[src/rtl/tow_match_if.sv]
// Signal bundle between the tug-of-war match controller and its surroundings
// (button/edge inputs, move/clear outputs, score and status).
interface tow_match_if #(
   parameter int SCORE_W = 3
);
   logic               start;
   logic               pressL;
   logic               pressR;
   logic               edgeL;
   logic               edgeR;
   logic               moveL;
   logic               moveR;
   logic               fieldReset;
   logic [SCORE_W-1:0] scoreL;
   logic [SCORE_W-1:0] scoreR;
   logic               matchDone;
   logic               winner;
   logic [2:0]         state;

   modport slave (
      input  start, pressL, pressR, edgeL, edgeR,
      output moveL, moveR, fieldReset, scoreL, scoreR, matchDone, winner, state
   );

   modport master (
      output start, pressL, pressR, edgeL, edgeR,
      input  moveL, moveR, fieldReset, scoreL, scoreR, matchDone, winner, state
   );
endinterface

[src/rtl/tow_match_controller.sv]
// Best-of-N match sequencer for the tug-of-war light field with post-round lockout.
// Optional macro TOW_RR_ARB_EN: round-robin grant on simultaneous presses (else they cancel).
module tow_match_controller #(
   parameter int ROUNDS_TO_WIN  = 3,
   parameter int LOCKOUT_CYCLES = 8,
   parameter int SCORE_W        = 3
) (
   input  logic        Clock,
   input  logic        Reset,
   tow_match_if.slave  bus
);

   typedef enum logic [2:0] {
      IDLE       = 3'd0,
      CLEAR      = 3'd1,
      PLAY       = 3'd2,
      ROUND_WON  = 3'd3,
      MATCH_OVER = 3'd4
   } state_t;

   localparam int                 CNT_W     = $clog2(LOCKOUT_CYCLES + 1);
   localparam logic [SCORE_W-1:0] WIN       = SCORE_W'(ROUNDS_TO_WIN);
   localparam logic [SCORE_W-1:0] ONE_S     = SCORE_W'(1);
   localparam logic [CNT_W-1:0]   LOCK_LOAD = CNT_W'(LOCKOUT_CYCLES);
   localparam logic [CNT_W-1:0]   ONE_C     = CNT_W'(1);

   state_t             state_q, state_d;
   logic [CNT_W-1:0]   lock_q, lock_d;
   logic [SCORE_W-1:0] scoreL_q, scoreL_d;
   logic [SCORE_W-1:0] scoreR_q, scoreR_d;
   logic               moveL_q, moveL_d;
   logic               moveR_q, moveR_d;
   logic               fieldReset_q, fieldReset_d;
   logic               matchDone_q, matchDone_d;
   logic               winner_q, winner_d;
`ifdef TOW_RR_ARB_EN
   logic               ptr_q, ptr_d;
`endif

   logic edge_hit, lock_done, match_won;

   assign edge_hit  = bus.edgeL | bus.edgeR;
   assign lock_done = (lock_q == ONE_C);
   assign match_won = (scoreL_q == WIN) || (scoreR_q == WIN);

   always_ff @(posedge Clock) begin
      if (!Reset) begin
         state_q      <= IDLE;
         lock_q       <= '0;
         scoreL_q     <= '0;
         scoreR_q     <= '0;
         moveL_q      <= 1'b0;
         moveR_q      <= 1'b0;
         fieldReset_q <= 1'b1;
         matchDone_q  <= 1'b0;
         winner_q     <= 1'b0;
`ifdef TOW_RR_ARB_EN
         ptr_q        <= 1'b0;
`endif
      end else begin
         state_q      <= state_d;
         lock_q       <= lock_d;
         scoreL_q     <= scoreL_d;
         scoreR_q     <= scoreR_d;
         moveL_q      <= moveL_d;
         moveR_q      <= moveR_d;
         fieldReset_q <= fieldReset_d;
         matchDone_q  <= matchDone_d;
         winner_q     <= winner_d;
`ifdef TOW_RR_ARB_EN
         ptr_q        <= ptr_d;
`endif
      end
   end

   always_comb begin
      state_d = state_q;
      case (state_q)
         IDLE:       if (bus.start) state_d = CLEAR;
         CLEAR:      state_d = PLAY;
         PLAY:       if (edge_hit) state_d = ROUND_WON;
         ROUND_WON:  if (lock_done) state_d = match_won ? MATCH_OVER : CLEAR;
         MATCH_OVER: if (bus.start) state_d = CLEAR;
         default:    state_d = IDLE;
      endcase
   end

   // Registered outputs are computed from the upcoming state so they line up with state_q.
   always_comb begin
      moveL_d      = 1'b0;
      moveR_d      = 1'b0;
      lock_d       = lock_q;
      scoreL_d     = scoreL_q;
      scoreR_d     = scoreR_q;
      winner_d     = winner_q;
      fieldReset_d = (state_d == IDLE) || (state_d == CLEAR);
      matchDone_d  = (state_d == MATCH_OVER);
`ifdef TOW_RR_ARB_EN
      ptr_d        = ptr_q;
`endif
      case (state_q)
         IDLE, MATCH_OVER: begin
            if (bus.start) begin
               scoreL_d = '0;
               scoreR_d = '0;
            end
         end
         PLAY: begin
            if (edge_hit) begin
               lock_d = LOCK_LOAD;
               if (bus.edgeL) begin
                  if (scoreL_q != WIN) scoreL_d = scoreL_q + ONE_S;
               end else if (scoreR_q != WIN) begin
                  scoreR_d = scoreR_q + ONE_S;
               end
            end else if (bus.pressL && !bus.pressR) begin
               moveL_d = 1'b1;
            end else if (bus.pressR && !bus.pressL) begin
               moveR_d = 1'b1;
            end else if (bus.pressL && bus.pressR) begin
`ifdef TOW_RR_ARB_EN
               moveL_d = ~ptr_q;
               moveR_d = ptr_q;
               ptr_d   = ~ptr_q;
`else
               moveL_d = 1'b0;
               moveR_d = 1'b0;
`endif
            end
         end
         ROUND_WON: begin
            if (lock_q != '0) lock_d = lock_q - ONE_C;
            if (lock_done && match_won) winner_d = (scoreL_q != WIN);
         end
         default: ;
      endcase
   end

   assign bus.moveL      = moveL_q;
   assign bus.moveR      = moveR_q;
   assign bus.fieldReset = fieldReset_q;
   assign bus.scoreL     = scoreL_q;
   assign bus.scoreR     = scoreR_q;
   assign bus.matchDone  = matchDone_q;
   assign bus.winner     = winner_q;
   assign bus.state      = state_q;

endmodule

[src/flat_wrapper.sv]
// flat-port wrapper written by rule: the top's interface ports become plain ports
module tow_match_controller_flat 
#(
   parameter int ROUNDS_TO_WIN  = 3,
   parameter int LOCKOUT_CYCLES = 8,
   parameter int SCORE_W        = 3
)
  (Clock, Reset, bus_start, bus_pressL, bus_pressR, bus_edgeL, bus_edgeR, bus_moveL, bus_moveR, bus_fieldReset, bus_scoreL, bus_scoreR, bus_matchDone, bus_winner, bus_state);
  tow_match_if #(.SCORE_W(SCORE_W)) bus_i ();
  input  logic Clock;
  input  logic Reset;
  input wire logic [$bits(bus_i.start)-1:0] bus_start;
  input wire logic [$bits(bus_i.pressL)-1:0] bus_pressL;
  input wire logic [$bits(bus_i.pressR)-1:0] bus_pressR;
  input wire logic [$bits(bus_i.edgeL)-1:0] bus_edgeL;
  input wire logic [$bits(bus_i.edgeR)-1:0] bus_edgeR;
  output wire logic [$bits(bus_i.moveL)-1:0] bus_moveL;
  output wire logic [$bits(bus_i.moveR)-1:0] bus_moveR;
  output wire logic [$bits(bus_i.fieldReset)-1:0] bus_fieldReset;
  output wire logic [$bits(bus_i.scoreL)-1:0] bus_scoreL;
  output wire logic [$bits(bus_i.scoreR)-1:0] bus_scoreR;
  output wire logic [$bits(bus_i.matchDone)-1:0] bus_matchDone;
  output wire logic [$bits(bus_i.winner)-1:0] bus_winner;
  output wire logic [$bits(bus_i.state)-1:0] bus_state;
  assign bus_i.start = bus_start;
  assign bus_i.pressL = bus_pressL;
  assign bus_i.pressR = bus_pressR;
  assign bus_i.edgeL = bus_edgeL;
  assign bus_i.edgeR = bus_edgeR;
  assign bus_moveL = bus_i.moveL;
  assign bus_moveR = bus_i.moveR;
  assign bus_fieldReset = bus_i.fieldReset;
  assign bus_scoreL = bus_i.scoreL;
  assign bus_scoreR = bus_i.scoreR;
  assign bus_matchDone = bus_i.matchDone;
  assign bus_winner = bus_i.winner;
  assign bus_state = bus_i.state;
  tow_match_controller #(.ROUNDS_TO_WIN(ROUNDS_TO_WIN), .LOCKOUT_CYCLES(LOCKOUT_CYCLES), .SCORE_W(SCORE_W)) u_core (.Clock(Clock), .Reset(Reset), .bus(bus_i));
endmodule
[config.mk]
export PLATFORM = sky130hd
export DESIGN_NAME = tow_match_controller_flat
export DESIGN_NICKNAME = d
export VERILOG_FILES = /design/src/rtl/tow_match_if.sv /design/src/rtl/tow_match_controller.sv /design/src/flat_wrapper.sv
export SDC_FILE = /design/constraint.sdc
export NUM_CORES = 1
export LEC_CHECK = 0
export ABC_CLOCK_PERIOD_IN_PS = 1600
export CAP_MARGIN = 20
export CORE_MARGIN = 8
export CORE_UTILIZATION = 47
export DETAILED_ROUTE_END_ITERATION = 12
export PLACE_DENSITY = 0.75
export SLEW_MARGIN = 20
export SYNTH_ARGS = -nofsm -noshare
export SYNTH_HDL_FRONTEND = slang
export SYNTH_SLANG_ARGS = --single-unit
export TNS_END_PERCENT = 5
[constraint.sdc]
create_clock -name Clock -period 1.6 [get_ports Clock]
set_input_delay 0.32 -clock Clock [delete_from_list [all_inputs] [get_ports Clock]]
set_output_delay 0.32 -clock Clock [all_outputs]
set_load 0.02 [all_outputs]
---- After elaboration in Yosys (flattened, before gate mapping) ----
Index checks and enable logic that the tools add are counted.
storage, ports and cells
  register bits after elaboration ......... 18
  bits of input ports ..................... 7
cells by class
  $add $sub $neg .......................... 3
  eq/ne operators ......................... 18
  muxes and demuxes ....................... 19
  bitwise logic cells ..................... 3
  reduce and logical (&&, ||, !) cells .... 19
operators by type and width
  kind                                                                      count
  3-bit 2-to-1 mux                                                          11
  3-bit by 2-bit equality test with 1-bit output (second input constant)    4
  3-bit one-hot mux with 2 select lines                                     2
  3-bit one-hot mux with 4 select lines                                     1
  2-bit by 1-bit inequality test with 1-bit output (second input constant)  5
  5-bit AND reduction                                                       2
  4-bit 2-to-1 mux                                                          2
  4-bit one-hot mux with 2 select lines                                     1
  3-bit by 1-bit adder with 3-bit output (second input constant)            2
  3-bit by 1-bit equality test with 1-bit output (second input constant)    2
  3-bit equality test (second input constant)                               2
  3-bit logical NOT                                                         2
  3-bit by 2-bit inequality test with 1-bit output (second input constant)  2
  4-bit by 1-bit equality test with 1-bit output (second input constant)    1
  2-bit inequality test (second input constant)                             2
  2-bit nonzero test                                                        2
  4-bit nonzero test                                                        1
  4-bit OR reduction                                                        1
  4-bit by 1-bit subtractor with 4-bit output (second input constant)       1
  1-bit logical AND                                                         3
  3-bit AND reduction                                                       1
  3-bit OR reduction                                                        1
  1-bit logical NOT                                                         2
  1-bit logical OR                                                          2
  5 further kinds                                                           7

---- Longest topological paths before layout ----
Gate-level depths: netlist of run 1.
  depth after elaboration ................. 7
  depth in mapped cells ................... 6

---- Worst setup path before layout of run 1 ----
No wires, ideal clock.
  kind .................................... register to register
  from .................................... register u_core.state_q[1] (netlist: u_core.bus.state[1])
  to ...................................... register u_core.lock_q[3]
  setup time .............................. 120 ps
  arrival time ............................ 1462 ps
  data required time ...................... 1480 ps
  setup slack ............................. 18 ps
  stages on the path, launching flop included .. 5
  clock period less this slack ............ 1582 ps
  path through ............................ dfxtp_1 nand3b_2 or4_1 and2_0 o31a_1
between the ends
  cells in the longest elaborated chain, start to end .. 3
ends and longest elaborated chain
  element                                                                                                  RTL line                     source
  start: declaration                                                                                       tow_match_controller.sv:27   state_t state_q, state_d;
  start signal: assignment                                                                                 tow_match_controller.sv:61   state_q <= state_d;
  3-bit by 2-bit equality test with 1-bit output                                                           tow_match_controller.sv:101  case (state_q)
  2-bit by 1-bit inequality test with 1-bit output (no line) / 2-bit nonzero test (equally long branches)  --
  3-bit AND reduction (no line)                                                                            --
  end signal: assignment                                                                                   tow_match_controller.sv:62   lock_q <= lock_d;
  end: declaration                                                                                         tow_match_controller.sv:28   logic [CNT_W-1:0] lock_q, lock_d;
Several ways; a longest one is shown, not always the timed one.
A chain may end at the register's enable or synchronous reset.

---- Worst setup path in the final report of run 1 ----
  from .................................... register u_core.scoreL_q[0] (netlist: u_core.bus.scoreL[0])
  to ...................................... register u_core.fieldReset_q (netlist: u_core.bus.fieldReset)
between the ends
  cells in the longest elaborated chain, start to end .. 7
ends and longest elaborated chain
  element                                                                                     RTL line                    source
  start: declaration                                                                          tow_match_controller.sv:29  logic [SCORE_W-1:0] scoreL_q, scoreL_d;
  start signal: assignment                                                                    tow_match_controller.sv:63  scoreL_q <= scoreL_d;
  3-bit by 2-bit equality test with 1-bit output *                                            tow_match_controller.sv:44  assign match_won = (scoreL_q == WIN) || (scoreR_q == WIN);
  1-bit logical OR *                                                                          tow_match_controller.sv:44
  3-bit 2-to-1 mux * (2 in series)                                                            tow_match_controller.sv:82  ROUND_WON: if (lock_done) state_d = match_won ? MATCH_OVER : CLEAR;
  3-bit one-hot mux with 4 select lines *                                                     tow_match_controller.sv:78  case (state_q)
  3-bit by 1-bit equality test with 1-bit output / 3-bit logical NOT (equally long branches)  tow_match_controller.sv:96  fieldReset_d = (state_d == IDLE) || (state_d == CLEAR);
  1-bit logical OR *                                                                          tow_match_controller.sv:96
  end signal: assignment                                                                      tow_match_controller.sv:67  fieldReset_q <= fieldReset_d;
  end: declaration                                                                            tow_match_controller.sv:33  logic fieldReset_q, fieldReset_d;
Mark *: on every way between the ends. The rest lies on a longest branch, timed or not.

==> impl_results.md, run 1 <==
- Final instance area: between 0.001 and 0.0015 mm^2
- Minimum clock period: around 1600 ps
- Critical Path Start Type: register
- Routed vias/inst: approximately 5.3
- Die X: 58.58 um
- GRT Total Usage: 0.1253
- Maximum clock rate: about 640 MHz
- Pwr/cell area: a little under 800 mW/mm^2
- Sequential share of power: 0.527
- CTS H-Tree Depth: 1
- Outcome: finished clean
- Seq/Total Area, Yosys: 0.4229
- Total wire length: between 2000 and 2500 um
- Synth area leaders: dfxtp_1 42%, ha_1 8.8%, nand2_1 4.4%
- Synth Net Count: 109
- Setup TNS: 0 ps
- Reg-to-reg startpoint: u_core.bus.scoreL[0]
- Antenna violations before repair: 0
- Total core area: approximately 0.0017 mm^2
- Yosys Warn Count: 0
- CTS Hold Buffers Added: 0
- Tot Pwr: ~900 uW
- Critical path class: reg -> reg
- Clock power frac: 0.311
- VDD IR max: about 540 uV
- Crit path launch: u_core.bus.scoreL[0]
- Fin Clk Skew: slightly below 6 ps
- Max-cap violations: 0
- Ports: 21
- Sw power: 233.1 uW
- Port buffer count: 20
- CTS tree: yes
- Worst Max-Slew Pin Slew: between 300 and 400 ps
- Period Utilization, post-route: 0.9810
- Filler Cells Inserted: about 140
- Die area: 0.003432 mm^2
- Placer congestion estimate: between 0.7 and 0.8
- Commonest cells post-synth: 18 x dfxtp_1, 10 x nand2_1, 8 x nor2_1
- Maximum number of pins on one net before global-route repair: 16
- Pint: ~670 uW
- Vias in the first global route: 770
- Logic pwr share: 0.162
- Initial detailed-routing violation count: 11
- Adder-cell share of the synthesized area: 0.08811
- First-pass GRT wire length: around 3400 um
- Antenna Nets Post-Route: 0
- EDFF count, synth: 0
- Wirelength per Cell: between 10 and 15 um
- Detailed-route via count: roughly 800
- Worst Hold Class: reg -> reg
- DIE HEIGHT: about 60 um
- Switching share of power: 0.2590
- Placed Area: roughly 0.0011 mm^2
- Cts bufs inserted: 3
- Initial core utilization: 0.4989
- Largest family of logic cells by synthesized area: simple AND/OR/NAND/NOR gates
- CTS clk-pin slew, worst paths: ~110 ps
- Setup violators final: 0
- Drt pass-1 iters: 4
- Mean Syn Cell Area: between 8 and 9 um^2
- Dpl hpwl: 1530 um
- Final Hold Vio Count: 0
- CP max FO: 4
- Post-Syn Instances: 96
- WHS: between 400 and 500 ps
- Synth Area in XOR/XNOR: 0
- Area leader, netlist: dfxtp_1
- GRT overflow: 0
- Most frequent cell after synthesis: dfxtp_1
- Sequential Area: roughly 360 um^2
- Area of the multi-input gates: ~460 um^2
- Clock Tree Buf Depth: 2
- Data required, critical path: ~1800 ps
- Drt drc: 0
- Post-synthesis mux area share: 0
- ANT cells: 0
- Cell Area, Synth: approximately 850 um^2
- Layout cells sized above 1: 0.1057
- Crit path DAT: approximately 1800 ps
- Clock Sinks: 18
- Ys async rst share: 0
- Synthesized flop and latch total: 18
- Relative slew slack: 0.7430
- Main synth FF type: dfxtp_1
- Post-Synth Simple-Gate Area: 0.2863
- Clock Tree Root: clkbuf_4
- Min-delay src: u_core.bus.scoreL[1]
- Clk_lat worst skew: between 200 and 300 ps
- Max Slew Vio Count: 0
- Num rows: 15
- Post-synth top area share: 0.4229
- RSZ-0062 raised after global routing: yes
- Nets: 137
- Post-synth cell types: 33
- Leak pwr: approximately 0.00048 uW
- Area grow syn2layout: 34.36%
- Post-synthesis compound-gate area fraction: 0.1615
- Crit end category: register
- Core Util, Final: 0.6703
path summary, 6_finish.rpt:
kind / to / slack [ps] / depth (start not counted)
worst max-delay path: u_core.bus.fieldReset / 30 / 6
worst min-delay path: u_core.bus.scoreL[1] / 490 / 2
worst max register to register: u_core.bus.fieldReset / 30 / 6
worst min register to register: u_core.bus.scoreL[1] / 490 / 2
layer usage:
| metal | wire [um] | up-vias | GRT usage |
|---|---|---|---|
| met4 | 27 | 0 | 0.06143 |
| met3 | 124 | 4 | 0.04130 |
| met5 | 0 | - | 0 |
| met2 | 910 | 24 | 0.1937 |
| li1 | - | 398 | - |
| met1 | 964 | 360 | 0.1518 |
sequential cells by signal (all words and copies together) (netlist names):
name,count
u_core.bus.matchDone,1
u_core.bus.fieldReset,1
u_core.bus.scoreR,3
u_core.bus.winner,1
u_core.bus.state,3
u_core.bus.moveR,1
u_core.lock_q,4
u_core.bus.scoreL,3
u_core.bus.moveL,1
kinds of logic (layout without fill, tap and decap cells):
logic type,Yosys count,after routing
simple gates,43,43
compound gates,20,20
flops,18,18
buf+inv,9,36
fa+ha+maj,6,6
through the flow:
step                      cells  worst slack (ps)
after detailed placement    144            -123.2
after floorplan              96             18.06
final                       148             30.36
after global routing        148            -41.68
after global placement      144            -30.12
after CTS                   148             9.414
area by class of cell:
class,instances,share of cell area
repair buffers,26,0.2076
well taps,25,0.02732
clock buffers,4,0.03169
flip-flops and latches,18,0.3148
multi-input cells,69,0.3989
inverters,6,0.01967
power groups by stage:
stage          clock, uW  combinational (uW)  sequential, uW
4_1_cts              288                 146             475
3_5_place_dp           0                 150             485
6_report             280                 145             475
5_1_grt              302                 159             477
2_1_floorplan          0                68.9             497
3_3_place_gp           0                 148             485
critical path, cell delays in order (launching register included):
cell,delay [ps]
dfxtp_1,350
ha_1,200
ha_1,210
nor2_1,160
and4bb_2,300
o21a_1,200
nor2_1,90
cells in the final DEF, fill, tap and decap left out, drive strengths merged, types with 2 or more instances in the layout:
master and instances:
nor3b 3, nor2 8, nor2b 4, o22ai 6, clkbuf 4, nand2 10, clkdlybuf4s50 11, nand3 2
and2 2, dlygate4sd2 8, o21ai 3, buf 6, a21oi 2, inv 6, dfxtp 18, o21a 2
a211oi 2, nor3 6, ha 6
what timing repair did:
item / CTS / global route
pin swaps: 0 / 0
endpoints found under the setup margin: 8 / 5
resized for setup: 8 / 1
buffers inserted: 0 / 0
No activity file was read; power rests on OpenSTA's default activity.
==> run 2, diff against run 1 <==
- SKIP_LAST_GASP: not set -> 1
==> run 2 against run 1 <==
Against the previous run: combinational power rose by 3%; die area unchanged; critical path type is now reg -> out; largest power group unchanged; non-clock buffer count is the same; largest cell class unchanged; core utilization is 0.51 points higher; global-route usage did not move; the run now ends with negative setup slack left.
==> impl_results.md, run 2 (same netlist as run 1, synthesis figures left out) <==
- Setup ws final: -24.12 ps
- Worst Hold Class: reg -> reg
- CTS H-Tree Depth: 1
- Vias in the first global route: 770
- CTS tree: yes
- Critical Path Start Type: register
- Die X: 58.58 um
- Final Hold Vio Count: 0
- Maximum number of pins on one net before global-route repair: 16
- Dpl hpwl: 1530 um
- Maximum clock rate: between 600 and 700 MHz
- Commonest non-fill, non-tap cells in the layout: 18 x clkdlybuf4s50_1, 18 x dfxtp_1, 10 x nand2_1, 8 x nor2_1
- Slowest stage cell, crit path: clkdlybuf4s50_1
- Failing checks: negative setup slack
- WHS: just under 500 ps
- Wirelength per Cell: approximately 14 um
- Clock Tree Buf Depth: 2
- Drt drc: 0
- Clk_lat worst skew: roughly 290 ps
- Relative slew slack: 0.7377
- Crit path launch: u_core.bus.state[0]
- GRT overflow: 0
- Post-CTS sizing: 1
- Drt pass-1 iters: 4
- Setup TNS: -85.17 ps
- Port buffer count: 20
- Number of flip-flops in the largest register: 4
- Biggest register: u_core.lock_q
- Ports: 21
- Clock Sinks: 18
- Antenna violations before repair: 0
- Routed vias/inst: roughly 5.3
- Max-cap violations: 0
- CTS Hold Buffers Added: 0
- Crit path DAT: ~1300 ps
- DIE HEIGHT: between 50 and 60 um
- Min-delay src: u_core.bus.scoreL[1]
- RSZ-0062 raised after global routing: yes
- Worst stage delay on the critical path: approximately 630 ps
- Initial core utilization: 0.4989
- Period Utilization, post-route: 1.015
- Initial detailed-routing violation count: 13
- Area of the multi-input gates: roughly 460 um^2
- CP max FO: 3
- Cts bufs inserted: 3
- Top delay family on crit path: buffers and inverters
- Total wire length: 2009 um
- Layout cells sized above 1: 0.1057
- Setup bufs post-CTS: 0
- Num rows: 15
- Total core area: 0.001708 mm^2
- Area grow syn2layout: 35.39%
- Worst Max-Slew Pin Slew: 388.0 ps
- Crit end category: primary output
- Crit-path cells: clkdlybuf4s50_1
- GRT Total Usage: 0.1253
- Sequential Area: between 300 and 400 um^2
- Die area: 0.003432 mm^2
- Critical path class: reg -> out
- Fin Clk Skew: between 6 and 7 ps
- Data required, critical path: roughly 1300 ps
- First-pass GRT wire length: around 3400 um
- Leak pwr: around 0.00045 uW
- Max Slew Vio Count: 0
- Antenna Nets Post-Route: 0
- Detailed-route via count: ~800
- Reg-to-reg startpoint: u_core.bus.scoreL[0]
- VDD IR max: between 500 and 600 uV
- Placer congestion estimate: 0.7845
- Clock Tree Root: clkbuf_4
- Filler Cells Inserted: around 140
- CTS clk-pin slew, worst paths: 110 ps
- ANT cells: 0
- Nets: roughly 140
- Setup violators final: 5
- Worst path bufs/invs: 1
- Pwr/cell area: between 700 and 800 mW/mm^2
- Minimum clock period: around 1600 ps
- Outcome: complete, but fails checks
[run 2: final timing paths]
path / depth (start not counted) / slack, ps / to
worst max register to register: 6 / 40 / u_core.bus.fieldReset
worst min register to register: 2 / 490 / u_core.bus.scoreL[1]
worst min-delay path: 2 / 490 / u_core.bus.scoreL[1]
worst max-delay path: 1 / -20 / bus_state[0]
[run 2: final cells by class]
| class | instances | area share |
|---|---|---|
| Sequential cell | 18 | 0.3124 |
| Inverter | 6 | 0.01952 |
| Clock buffer | 4 | 0.03145 |
| Tap cell | 25 | 0.02711 |
| Timing Repair Buffer | 26 | 0.2137 |
| Multi-Input combinational cell | 69 | 0.3959 |
[run 2: power by group]
part	switching, uW	internal, uW
Sequential	13.1	462
Combinational	78.8	70.4
Clock	140	138
[run 2: per-layer routing]
metal / GRT usage / vias up / part of all wire
met2: 0.1937 / 16 / 0.45
met1: 0.1518 / 365 / 0.47
met5: 0 / - / 0
met4: 0.06143 / 0 / 0.013
li1: - / 397 / -
met3: 0.04130 / 2 / 0.061
[run 2: worst min-delay path, stage by stage (launching register included)]
cell	delay, ps
dfxtp_1	340
nand2_1	50
o21ai_0	60
[run 2: per-stage QoR]
stage               setup slack [ps]    util  instances  power [uW]  instance area [um^2]
finish                        -24.12  0.6755        148       902.5                  1154
detailed placement            -123.2  0.6535        144       634.9                  1116
CTS                           -46.68  0.6740        148       912.7                  1151
global route                  -79.32  0.6755        148       942.2                  1154
global placement              -30.12  0.6535        144       633.2                  1116
floorplan                      18.06       -         96       566.0                 852.1
